$ cat src/rtl/seven_segment_display_scanner.sv
`default_nettype none
// ============================================================================
// Module      : seven_segment_display_scanner
// Description : Time-multiplexes a DIGITS-wide hex value onto one shared
//               seven-segment decoder. Provides double-buffered loading,
//               leading-zero blanking and dark (anti-ghosting) time between
//               digits.
// Ports       : clock       - system clock, rising edge
//               reset_n     - asynchronous active-low reset
//               enable      - scanning runs while high
//               load        - one-cycle strobe capturing value / dp_in
//               value       - hex digits, digit 0 in value[3:0] (rightmost)
//               dp_in       - decimal point per digit
//               blank_lz    - leading-zero blanking enable (sampled live)
//               nibble      - 4-bit code to the decoder
//               digit_en    - one-hot active-high digit select
//               dp          - decimal point of the selected digit
//               frame_start - pulse on the first lit cycle of digit 0
// Revision    : 1.0 - initial release
// ============================================================================
module seven_segment_display_scanner #(
  parameter int DIGITS   = 4,
  parameter int PRESCALE = 50000,
  parameter int DEADTIME = 4
) (
  input  logic                  clock,
  input  logic                  reset_n,
  input  logic                  enable,
  input  logic                  load,
  input  logic [4*DIGITS-1:0]   value,
  input  logic [DIGITS-1:0]     dp_in,
  input  logic                  blank_lz,
  output logic [3:0]            nibble,
  output logic [DIGITS-1:0]     digit_en,
  output logic                  dp,
  output logic                  frame_start
);

  // --------------------------------------------------------------------------
  // Constants
  // --------------------------------------------------------------------------
  localparam int c_CNT_MAX = (PRESCALE > DEADTIME) ?
                             ((PRESCALE > 2) ? PRESCALE : 2) :
                             ((DEADTIME > 2) ? DEADTIME : 2);
  localparam int c_CNT_W   = $clog2(c_CNT_MAX);
  localparam int c_IDX_W   = $clog2(DIGITS);

  localparam logic [c_CNT_W-1:0] c_SHOW_LAST = c_CNT_W'(PRESCALE - 1);
  localparam logic [c_CNT_W-1:0] c_DEAD_LAST = c_CNT_W'((DEADTIME > 0) ? DEADTIME - 1 : 0);
  localparam logic [c_IDX_W-1:0] c_IDX_LAST  = c_IDX_W'(DIGITS - 1);
  localparam logic [DIGITS-1:0]  c_ONE_HOT0  = DIGITS'(1);
  localparam logic               c_HAS_DEAD  = (DEADTIME > 0);

  localparam logic [1:0] c_IDLE = 2'd0;
  localparam logic [1:0] c_SHOW = 2'd1;
  localparam logic [1:0] c_DEAD = 2'd2;

  // --------------------------------------------------------------------------
  // Declarations
  // --------------------------------------------------------------------------
  logic [1:0]            r_state;
  logic [c_CNT_W-1:0]    r_cnt;
  logic [c_IDX_W-1:0]    r_idx;

  logic [1:0]            w_state_nxt;
  logic [c_CNT_W-1:0]    w_cnt_nxt;
  logic [c_IDX_W-1:0]    w_idx_nxt;
  logic [c_IDX_W-1:0]    w_idx_inc;
  logic                  w_boundary;      // next edge enters SHOW at index 0

  logic [4*DIGITS-1:0]   r_shadow_val;
  logic [DIGITS-1:0]     r_shadow_dp;
  logic [4*DIGITS-1:0]   r_disp_val;
  logic [DIGITS-1:0]     r_disp_dp;
  logic                  r_pending;

  logic [4*DIGITS-1:0]   w_disp_val_nxt;
  logic [DIGITS-1:0]     w_disp_dp_nxt;

  logic [DIGITS:1]       w_upper_zero;    // digits DIGITS-1..i all zero
  logic [DIGITS-1:0]     w_blank;

  logic [3:0]            w_sel_nib;
  logic                  w_sel_dp;
  logic                  w_sel_blank;

  logic [3:0]            w_nibble_nxt;
  logic [DIGITS-1:0]     w_digit_en_nxt;
  logic                  w_dp_nxt;
  logic                  w_frame_start_nxt;

  // --------------------------------------------------------------------------
  // FSM: state register
  // --------------------------------------------------------------------------
  always_ff @(posedge clock or negedge reset_n) begin
    if (!reset_n) begin
      r_state <= c_IDLE;
      r_cnt   <= '0;
      r_idx   <= '0;
    end else begin
      r_state <= w_state_nxt;
      r_cnt   <= w_cnt_nxt;
      r_idx   <= w_idx_nxt;
    end
  end

  // Explicit wrap so non-power-of-two DIGITS never visits unused indices.
  assign w_idx_inc = (r_idx == c_IDX_LAST) ? '0 : r_idx + c_IDX_W'(1);

  // --------------------------------------------------------------------------
  // FSM: next-state logic
  // --------------------------------------------------------------------------
  always_comb begin
    w_state_nxt = r_state;
    w_cnt_nxt   = r_cnt;
    w_idx_nxt   = r_idx;
    w_boundary  = 1'b0;
    case (r_state)
      c_IDLE: begin
        w_cnt_nxt = '0;
        w_idx_nxt = '0;
        if (enable) begin
          w_state_nxt = c_SHOW;
          w_boundary  = 1'b1;
        end
      end
      c_SHOW: begin
        if (!enable) begin
          w_state_nxt = c_IDLE;
          w_cnt_nxt   = '0;
          w_idx_nxt   = '0;
        end else if (r_cnt == c_SHOW_LAST) begin
          w_cnt_nxt = '0;
          if (c_HAS_DEAD) begin
            w_state_nxt = c_DEAD;
          end else begin
            // No dark time: step straight to the next digit.
            w_state_nxt = c_SHOW;
            w_idx_nxt   = w_idx_inc;
            w_boundary  = (r_idx == c_IDX_LAST);
          end
        end else begin
          w_cnt_nxt = r_cnt + c_CNT_W'(1);
        end
      end
      c_DEAD: begin
        if (!enable) begin
          w_state_nxt = c_IDLE;
          w_cnt_nxt   = '0;
          w_idx_nxt   = '0;
        end else if (r_cnt == c_DEAD_LAST) begin
          w_state_nxt = c_SHOW;
          w_cnt_nxt   = '0;
          w_idx_nxt   = w_idx_inc;
          w_boundary  = (r_idx == c_IDX_LAST);
        end else begin
          w_cnt_nxt = r_cnt + c_CNT_W'(1);
        end
      end
      default: begin
        w_state_nxt = c_IDLE;
        w_cnt_nxt   = '0;
        w_idx_nxt   = '0;
      end
    endcase
  end

  // --------------------------------------------------------------------------
  // Double buffer. The display register only changes on a frame boundary,
  // so a frame is never drawn from two different values. A load on the
  // boundary edge itself bypasses the shadow and is shown immediately.
  // --------------------------------------------------------------------------
  always_comb begin
    w_disp_val_nxt = r_disp_val;
    w_disp_dp_nxt  = r_disp_dp;
    if (w_boundary) begin
      if (load) begin
        w_disp_val_nxt = value;
        w_disp_dp_nxt  = dp_in;
      end else if (r_pending) begin
        w_disp_val_nxt = r_shadow_val;
        w_disp_dp_nxt  = r_shadow_dp;
      end
    end
  end

  always_ff @(posedge clock or negedge reset_n) begin
    if (!reset_n) begin
      r_shadow_val <= '0;
      r_shadow_dp  <= '0;
      r_disp_val   <= '0;
      r_disp_dp    <= '0;
      r_pending    <= 1'b0;
    end else begin
      if (load) begin
        r_shadow_val <= value;
        r_shadow_dp  <= dp_in;
      end
      if (w_boundary) begin
        r_pending <= 1'b0;
      end else if (load) begin
        r_pending <= 1'b1;
      end
      r_disp_val <= w_disp_val_nxt;
      r_disp_dp  <= w_disp_dp_nxt;
    end
  end

  // --------------------------------------------------------------------------
  // Leading-zero detection on the contents about to be displayed.
  // Digit 0 is never blanked so an all-zero value still shows one "0".
  // --------------------------------------------------------------------------
  assign w_upper_zero[DIGITS] = 1'b1;
  assign w_blank[0]           = 1'b0;

  for (genvar gi = 1; gi < DIGITS; gi++) begin : g_lz
    assign w_upper_zero[gi] = (w_disp_val_nxt[4*gi +: 4] == 4'd0) && w_upper_zero[gi+1];
    assign w_blank[gi]      = blank_lz && w_upper_zero[gi];
  end

  // Select the digit addressed by the next index.
  always_comb begin
    w_sel_nib   = 4'd0;
    w_sel_dp    = 1'b0;
    w_sel_blank = 1'b0;
    for (int i = 0; i < DIGITS; i++) begin
      if (w_idx_nxt == c_IDX_W'(i)) begin
        w_sel_nib   = w_disp_val_nxt[4*i +: 4];
        w_sel_dp    = w_disp_dp_nxt[i];
        w_sel_blank = w_blank[i];
      end
    end
  end

  // --------------------------------------------------------------------------
  // FSM: output logic. Outputs are decoded from the next state and then
  // registered, so they line up with the state register.
  // --------------------------------------------------------------------------
  always_comb begin
    w_nibble_nxt      = 4'd0;
    w_digit_en_nxt    = '0;
    w_dp_nxt          = 1'b0;
    w_frame_start_nxt = 1'b0;
    case (w_state_nxt)
      c_SHOW: begin
        w_nibble_nxt      = w_sel_nib;
        w_frame_start_nxt = w_boundary;
        if (!w_sel_blank) begin
          w_digit_en_nxt = c_ONE_HOT0 << w_idx_nxt;
          w_dp_nxt       = w_sel_dp;
        end
      end
      c_DEAD: begin
        // Keep the decoder input steady while all digits are dark.
        w_nibble_nxt = nibble;
      end
      default: begin
        w_nibble_nxt = 4'd0;
      end
    endcase
  end

  always_ff @(posedge clock or negedge reset_n) begin
    if (!reset_n) begin
      nibble      <= 4'd0;
      digit_en    <= '0;
      dp          <= 1'b0;
      frame_start <= 1'b0;
    end else begin
      nibble      <= w_nibble_nxt;
      digit_en    <= w_digit_en_nxt;
      dp          <= w_dp_nxt;
      frame_start <= w_frame_start_nxt;
    end
  end

endmodule
`default_nettype wire

$ cat config.mk
export PLATFORM = sky130hd
export DESIGN_NAME = seven_segment_display_scanner
export DESIGN_NICKNAME = d
export VERILOG_FILES = /design/src/rtl/seven_segment_display_scanner.sv
export SDC_FILE = /design/constraint.sdc
export NUM_CORES = 1
export LEC_CHECK = 0
export CAP_MARGIN = 30
export CORE_MARGIN = 1
export CORE_UTILIZATION = 45
export DETAILED_ROUTE_END_ITERATION = 16
export PLACE_DENSITY = 0.66
export SYNTH_ARGS = -nofsm -noshare
export SYNTH_HDL_FRONTEND = slang
export SYNTH_SLANG_ARGS = --single-unit
$ cat constraint.sdc
create_clock -name clock -period 3.4 [get_ports clock]
set_input_delay 0.68 -clock clock [delete_from_list [all_inputs] [get_ports clock]]
set_output_delay 0.68 -clock clock [all_outputs]
set_load 0.01 [all_outputs]
# ---- Word-level counts from Yosys, hierarchy flattened
# Cells that the tools add are included.
dict set report op_classes {
  add_sub_neg 2
  n_eq_ne 10
  shift 1
  muxes 45
  reduce_logical 11
}
# cell count
set op_table {}
lappend op_table {{16-bit two-way mux} 7}
lappend op_table {{4-bit two-way mux} 9}
lappend op_table {{16-bit case mux with 2 select lines} 1}
lappend op_table {{2-bit two-way mux} 9}
lappend op_table {{16-bit by 1-bit adder with 16-bit output (second input constant)} 1}
lappend op_table {{16-bit == test (second input constant)} 1}
lappend op_table {{16-bit by 2-bit == test with 1-bit output (second input constant)} 1}
lappend op_table {{1-bit two-way mux} 15}
lappend op_table {{4-bit logical NOT} 3}
lappend op_table {{2-bit == test (second input constant)} 5}
lappend op_table {{4-bit case mux with 2 select lines} 1}
lappend op_table {{2-bit by 1-bit == test with 1-bit output (second input constant)} 3}
lappend op_table {{2-bit case mux with 3 select lines} 1}
lappend op_table {{1-bit logical AND} 5}
lappend op_table {{2-bit logical NOT} 2}
lappend op_table {{2-bit case mux with 2 select lines} 1}
lappend op_table {{1-bit by 2-bit << shifter with 4-bit output (first input constant)} 1}
lappend op_table {{2-bit by 1-bit adder with 2-bit output (second input constant)} 1}
lappend op_table {{1-bit case mux with 2 select lines} 1}
lappend op_table {{2-bit nonzero test} 1}
dict set report word_totals {
  regBits 71
  inputBits 25
  output_inout_bits 10
  elab_cells 81
}

# ---- Logic depth before layout (Yosys ltp)
# Gate-level depths: netlist of run 1.
dict set report depth {
  ltp_word 14
  mapped_depth 12
  ltp_nobuf 10
}

# ---- Least setup slack after synthesis of run 1
# Ideal clock, no wire load.
dict set report synth_timing {
  kind {register -> register}
  from {reg r_state[0]}
  to {reg dp}
  setup_ps 138
  t_arrival_ps 2559
  required_ps 3262
  path_slack_ps 703
  path_stages_with_launch 11
  path_buffers 1
  synth_period_minus_slack_ps 2697
  path_cell_list {dfrtp_1 inv_1 ha_1 clkbuf_1 nor3b_1 a21oi_1 mux2_1 or4_4 a21boi_1 o41ai_4 a211oi_1}
}
dict set report synth_between {
  elab_chain_cells 12
}
# element line_no
set synth_rtl {}
lappend synth_rtl {{start, declared} 61} ;# logic [1:0] r_state;
lappend synth_rtl {{start signal, assigned} 97} ;# r_state <= c_IDLE;
lappend synth_rtl {{start signal, assigned} 101} ;# r_state <= w_state_nxt;
lappend synth_rtl {{2-bit == test or 2-bit logical NOT (tied branches)} 118} ;# case (r_state)
lappend synth_rtl {{1-bit case mux with 2 select lines} 118}
lappend synth_rtl {{16-bit two-way mux} 176} ;# if (w_boundary) begin
lappend synth_rtl {{4-bit logical NOT} 217} ;# assign w_upper_zero[gi] = (w_disp_val_nxt[4*gi +: 4] == 4'd0) && w_upper_zero[gi+1];
lappend synth_rtl {{1-bit logical AND (2 in series)} 217}
lappend synth_rtl {{1-bit logical AND} 218} ;# assign w_blank[gi] = blank_lz && w_upper_zero[gi];
lappend synth_rtl {{1-bit two-way mux (3 in series)} 227} ;# if (w_idx_nxt == c_IDX_W'(i)) begin
lappend synth_rtl {{1-bit two-way mux} 248} ;# if (!w_sel_blank) begin
lappend synth_rtl {{1-bit two-way mux (*)} 244} ;# case (w_state_nxt)
lappend synth_rtl {{net w_dp_nxt} 89} ;# logic w_dp_nxt;
lappend synth_rtl {{end signal, assigned} 272} ;# dp <= w_dp_nxt;
lappend synth_rtl {{end, declared} 35} ;# output logic dp,
# The timed path passes the listed nets; every way through them passes the cells marked *.
# A chain may end at the register's enable or synchronous reset.

# ---- Final worst setup path of run 1
dict set report layout_timing {
  from {reg r_cnt[0]}
  to {reg dp}
}
dict set report layout_between {
  elab_chain_cells 14
}
# element line_no
set layout_rtl {}
lappend layout_rtl {{start, declared} 62} ;# logic [c_CNT_W-1:0] r_cnt;
lappend layout_rtl {{start signal, assigned} 102} ;# r_cnt <= w_cnt_nxt;
lappend layout_rtl {{16-bit by 2-bit == test with 1-bit output} 151} ;# end else if (r_cnt == c_DEAD_LAST) begin
lappend layout_rtl {{1-bit two-way mux} 151}
lappend layout_rtl {{1-bit two-way mux} 147} ;# if (!enable) begin
lappend layout_rtl {{1-bit case mux with 2 select lines} 118}
lappend layout_rtl {{16-bit two-way mux} 176}
lappend layout_rtl {{4-bit logical NOT} 217}
lappend layout_rtl {{1-bit logical AND (2 in series)} 217}
lappend layout_rtl {{1-bit logical AND} 218}
lappend layout_rtl {{1-bit two-way mux (3 in series)} 227}
lappend layout_rtl {{1-bit two-way mux} 248}
lappend layout_rtl {{1-bit two-way mux (*)} 244}
lappend layout_rtl {{net w_dp_nxt} 89}
# Marked as above.

==> results of run 1 <==
==> metal layers <==
layer  GRT usage  vias up
li1            -     1243
met1       0.289     1235
met2       0.305       43
met3      0.0364        6
met4      0.0748        0
met5           0        -
==> power breakdown <==
part	switching [mW]	leakage [nW]	internal (mW)
Combinational	0.337	0.770	0.254
Sequential	0.0780	0.905	1.02
Clock	0.348	0.126	0.499
==> worst max-delay path, delay by kind of cell, from the launching register on <==
kind | cells | cell delay (ns)
adders and majority gates | 1 | 0.24
AOI/OAI and AO/OA | 4 | 0.82
DFF | 1 | 0.40
and+or+nand+nor | 3 | 1.33
==> sequential cells by signal, summed over array words and instances, names as in the netlist <==
register and count:
r_disp_val 16, r_cnt 16, dp 1, r_shadow_val 16, r_state 2, r_pending 1, nibble 4, r_disp_dp 4
r_shadow_dp 4, frame_start 1, r_idx 2, digit_en 4
==> layout make-up <==
class	instances	area share
flip-flops and latches	71	0.433
multi-input cells	229	0.361
repair buffers	42	0.0963
clock inverters	7	0.0311
clock buffers	9	0.0302
well taps	99	0.0302
inverters	21	0.0192
==> logic make-up after synthesis <==
kind of cell               after synthesis  share of synthesized area
AOI/OAI and AO/OA                       67                      0.128
xor gates and xnor gates                11                     0.0285
adders and majority gates                6                     0.0222
buffers and inverters                   32                     0.0381
DFF                                     71                      0.525
muxes                                   24                     0.0754
and+or+nand+nor                        121                      0.182
==> layout by cell type (no fill, tap or decap), drive strengths merged, types with 3 or more instances in the layout <==
master         synthesis  layout
nor2                  32      32
nor4                   3       3
or3                    4       4
nand2                 46      46
and4                   3       3
o41ai                  3       3
clkdlybuf4s50          0      33
xor2                   6       6
clkbuf                 4       9
xnor2                  5       5
and2                   4       4
ha                     6       6
a41oi                  3       3
dfrtp                 71      71
a21oi                 15      15
a31oi                  4       4
nand3                 15      15
bufinv                 0       3
mux2                  12      12
o21ai                 23      23
mux2i                 12      12
a211oi                 5       5
inv                   21      24
nor3                   3       3
buf                    7       9
==> metrics by stage <==
stage | cells | util
global placement | 462 | 0.532
global route | 478 | 0.566
CTS | 478 | 0.566
detailed placement | 462 | 0.532
finish | 478 | 0.566
floorplan | 332 | -
==> how the worst max path moves through the flow <==
stage                               from           end  slack, ns
finish                r_cnt[0]$_DFF_PN0_  dp$_DFF_PN0_       0.48
global route          r_cnt[0]$_DFF_PN0_  dp$_DFF_PN0_       0.24
CTS                   r_cnt[0]$_DFF_PN0_  dp$_DFF_PN0_       0.48
detailed placement                  load  dp$_DFF_PN0_       0.47
global placement                  enable  dp$_DFF_PN0_       0.52
floorplan           r_state[0]$_DFF_PN0_  dp$_DFF_PN0_       0.70
==> results.ini, run 1 <==
[worst_setup_path]
cp-end-kind=flip-flop
crit_type=reg2reg
critPathArrivalTime_ns=3.13
r2r_end=dp$_DFF_PN0_
cp_max_fo=7
crit_path_start_kind=flip-flop
rr_worst_depth=8
cpPeakStageDelay_ns=0.57
r2r_slack_ns=0.48
worstReg2RegStart=r_cnt[0]$_DFF_PN0_
cpMaxStageDelayCell=or4_4
path_cells=ha_1 -> nor4b_4 -> and4_1 -> a31oi_1 -> or4_4 -> a21boi_1 -> o41ai_4 -> a211oi_1
worst-endpoint-required_ns=3.61

[global_routing]
antenna_found_initial=0
grt_max_degree=34
grt_pass1_vias=2357
grt_pass1_wl_um=11700
overflow=0
grt_util_all_layers=0.201

[place]
dpl-instance-area_sq_um=3860
post-dp-hpwl_um=5230
port-buffer-count=34
gp_congestion=0.840
dp_slack_ns=0.475

[detailed_routing]
met2_length_um=3270
viasPerCell=5.29
antenna_left=0
highest-signal-layer=met4
drt-total-wl_um=7130
drt-met1-wl_um=3580
drt_first_iter_violations=137
first_pass_iters=4
wl_per_cell_um=14.9
vias=2527
route.detailed.drc=0
met3_length_um=212

[floorplan]
die_h_um=88.7
die-area_sq_um=7870
initial_core_util=0.466
die_x_um=88.7
coreArea_sq_um=7250
ios=35
placementRows=31

[synth]
synth_top_area_share=0.525
yosys.cell_count.top_type=dfrtp_1
syn_avg_cell_area_sq_um=10.2
postSynthCellCount=332
ys_types=51
synth.area.top_cells=dfrtp_1, nand2_1, mux2_2
yosys_warnings=0
synth_area_sq_um=3380
ys.flop_type=dfrtp_1
synth_edf_count=0
synth_commonest_cells=dfrtp_1, nand2_1, nor2_1
synth_nets=363
seq_area_frac_synth=0.525
ys_seq_elements=71
ys_async_sr_fraction=1.00
synth_area_leader_cell=dfrtp_1

[sta]
setup_viol=0
slew-limit-headroom=0.574
skew_ns=0.00844
tns_ns=0
tightestPinTransition_ns=0.636
fin_crit_ns=2.92
finalHoldViolCount=0
report.final.slew_viol_count=0
hold-worst-slack_ns=0.283
rsz0062_at_grt=no
maxClockFrequency_ghz=0.342
fin_ws_ns=0.479
period_share=0.859

[flow_run]
cap_violations=0

[clock_tree]
cts_resized=0
cts_buffers=9
clockRootBuffer=clkbuf_8
hold_buffers=0
cts_buffer_depth=2
cts_sinks=71
postCtsSetupRepairBufs=0
htreeDepth=3
path_clk_slew_ns=0.08
insertion_delay_ns=0.35
cts_tree=built

[finish]
layout-drive-gt1-share=0.124
seq_area_sq_um=1780
syn_to_final_growth_pct=21.4
fillers=673
antenna_cells=0
nets=405
multiInputGateArea_sq_um=1480
design_area_sq_um=4110

[power_and_ir_drop]
power_leakage_nw=1.80
powerDensity_nw_per_um2=616
ir_drop_mv=0.275
p_total_mw=2.53

[hold_path]
min_path_type=in2async

[outcome]
outcome=complete, no violations

No activity file was read; power rests on OpenSTA's default activity.
==> run 2: changes to the inputs <==
Settings changed: CORE_ASPECT_RATIO set to 1.25.
==> run 2 against run 1 <==
Critical path depth is 1 higher. Non-clock buffer count fell by 1. Routed wire length shrank 0.14%. Setup slack gained 0.062 ns. Largest power group unchanged.
==> results.ini, run 2 (same netlist as run 1, synthesis figures left out) <==
[detailed_routing]
vias=2476  ; -2.0%
drt_first_iter_violations=121  ; -12%
route.detailed.drc=0  ; unchanged
viasPerCell=5.28  ; -0.14%
first_pass_iters=4  ; unchanged
wl_per_cell_um=15.2  ; +1.8%
antenna_left=0  ; unchanged
drt-total-wl_um=7120  ; -0.14%

[power_and_ir_drop]
power_frac_clock=0.298  ; -0.036
power_leakage_nw=1.78  ; -0.93%
p_comb_frac=0.246  ; +0.013
intPower_mw=1.69  ; -4.2%
p_total_mw=2.40  ; -5.1%
seqPwrFrac=0.456  ; +0.024
p_switching_mw=0.707  ; -7.3%
ir_drop_mv=0.279  ; +1.7%
p_sw_frac=0.294  ; -0.00687
powerDensity_nw_per_um2=592  ; -4.0%

[clock_tree]
hold_buffers=0  ; unchanged
cts_buffers=9  ; unchanged
insertion_delay_ns=0.33  ; -0.02 ns
htreeDepth=3  ; unchanged
postCtsSetupRepairBufs=0  ; unchanged
cts_resized=0  ; unchanged
cts_buffer_depth=2  ; unchanged
cts_tree=built
cts_sinks=71  ; unchanged
path_clk_slew_ns=0.07  ; about the same
clockRootBuffer=clkbuf_8

[global_routing]
grt_util_all_layers=0.202  ; +0.000751
grt_pass1_wl_um=12000  ; +2.5%
grt_pass1_vias=2548  ; +8.1%
overflow=0  ; unchanged
antenna_found_initial=0  ; unchanged
grt_max_degree=44  ; +29%

[sta]
tns_ns=0  ; unchanged
fin_crit_ns=2.86  ; -0.0618 ns
tightestPinTransition_ns=0.666  ; +0.0299 ns
skew_ns=0.00680  ; -0.00164 ns
finalHoldViolCount=0  ; unchanged
period_share=0.841  ; -0.0182
maxClockFrequency_ghz=0.350  ; +2.2%
slew-limit-headroom=0.554  ; -0.0200
setup_viol=0  ; unchanged
rsz0062_at_grt=no
report.final.slew_viol_count=0  ; unchanged

[finish]
layout-drive-gt1-share=0.114  ; -0.00995
nets=404  ; -0.25%
final_common_cell=dfrtp_1
layout_common_cells=dfrtp_1, nand2_1, clkdlybuf4s50_1
antenna_cells=0  ; unchanged
reg_top3=r_cnt: 16 flops, r_disp_val: 16 flops, r_shadow_val: 16 flops
syn_to_final_growth_pct=20.0
design_area_sq_um=4060  ; -1.2%
final_util=0.555  ; -0.0112

[worst_setup_path]
crit_path_start_kind=flip-flop
cp-end-kind=flip-flop
critPathArrivalTime_ns=3.06  ; -0.07 ns
crit_type=reg2reg
worst-endpoint-required_ns=3.60  ; about the same
cp_max_fo=8  ; +1

[flow_run]
cap_violations=0  ; unchanged

[place]
gp_congestion=0.867  ; +3.1%
dpl-instance-area_sq_um=3850  ; -0.19%
port-buffer-count=34  ; unchanged
post-dp-hpwl_um=5340  ; +2.0%

[floorplan]
initial_core_util=0.463  ; -0.00383
coreArea_sq_um=7310  ; +0.83%
die_h_um=98.9  ; +12%
die_x_um=79.6  ; -10%
placementRows=35  ; +13%
ios=35  ; unchanged
die-area_sq_um=7870  ; about the same

[outcome]
outcome=complete, no violations

[hold_path]
min_path_type=in2async

-- run 2: changes by cell type in the layout (fill, tap and decap cells not counted) --
cell       change
buf_4          -2
clkbuf_8       +1
clkinv_2       +2
clkinv_4       -1
clkbuf_1       +1
buf_12         +1
inv_6          -2
inv_8          -1
a21oi_2        -1
bufinv_16      -1
a21oi_1        +1
-- run 2: worst paths after layout --
| path | cells after the start | startpoint | slack, ns | endpoint |
|---|---|---|---|---|
| max | 9 | r_state[0]$_DFF_PN0_ | 0.54 | dp$_DFF_PN0_ |
| min | 1 | reset_n | 0.37 | r_shadow_val[6]$_DFFE_PN0P_ |
| max reg2reg | 9 | r_state[0]$_DFF_PN0_ | 0.54 | dp$_DFF_PN0_ |
| min reg2reg | 2 | r_disp_val[3]$_DFF_PN0_ | 0.48 | r_disp_val[3]$_DFF_PN0_ |
| max in group asynchronous | 2 | reset_n | 2.37 | r_cnt[15]$_DFF_PN0_ |
| min in group clock | 2 | r_disp_val[3]$_DFF_PN0_ | 0.48 | r_disp_val[3]$_DFF_PN0_ |
-- run 2: metrics by stage --
step / cells / hold slack (ns) / setup WS (ns)
after global routing: 469 / 0.422 / 0.319
after detailed placement: 454 / 0.463 / 0.401
after global placement: 454 / 0.458 / 0.481
after floorplan: 332 / 0.384 / 0.703
after CTS: 469 / 0.385 / 0.523
final: 469 / 0.373 / 0.541
-- run 2: per-layer routing --
metal  track usage  vias up  part of all wire
met5             0        -                 0
met4        0.0769        0             0.018
met3        0.0491       12             0.035
met2         0.358       39              0.54
met1         0.231     1187              0.41
li1              -     1238                 -
-- run 2: power groups by stage --
| stage | Clock (mW) | Combinational [mW] | Sequential [mW] |
|---|---|---|---|
| 5_1_grt | 0.770 | 0.660 | 1.11 |
| 3_5_place_dp | 0 | 0.596 | 1.11 |
| 3_3_place_gp | 0 | 0.594 | 1.11 |
| 4_1_cts | 0.738 | 0.599 | 1.09 |
| 2_1_floorplan | 0 | 0.364 | 1.10 |
| 6_report | 0.716 | 0.592 | 1.09 |
-- run 2: cell type report --
type,count,area (sq um)
inverters,21,78.8
flip-flops and latches,71,1780
clock buffers,11,141
fillers,655,3250
clock inverters,4,70.1
multi-input cells,229,1480
repair buffers,41,400
well taps,92,115
-- run 2: worst max-delay path, cell delays in order (launching register included) --
cell      delay [ns]
dfrtp_1         0.43
inv_1           0.10
ha_1            0.31
nor3b_1         0.29
a21oi_1         0.10
mux2_1          0.29
or4_4           0.52
a21boi_1        0.18
o41ai_4         0.43
a211oi_1        0.08
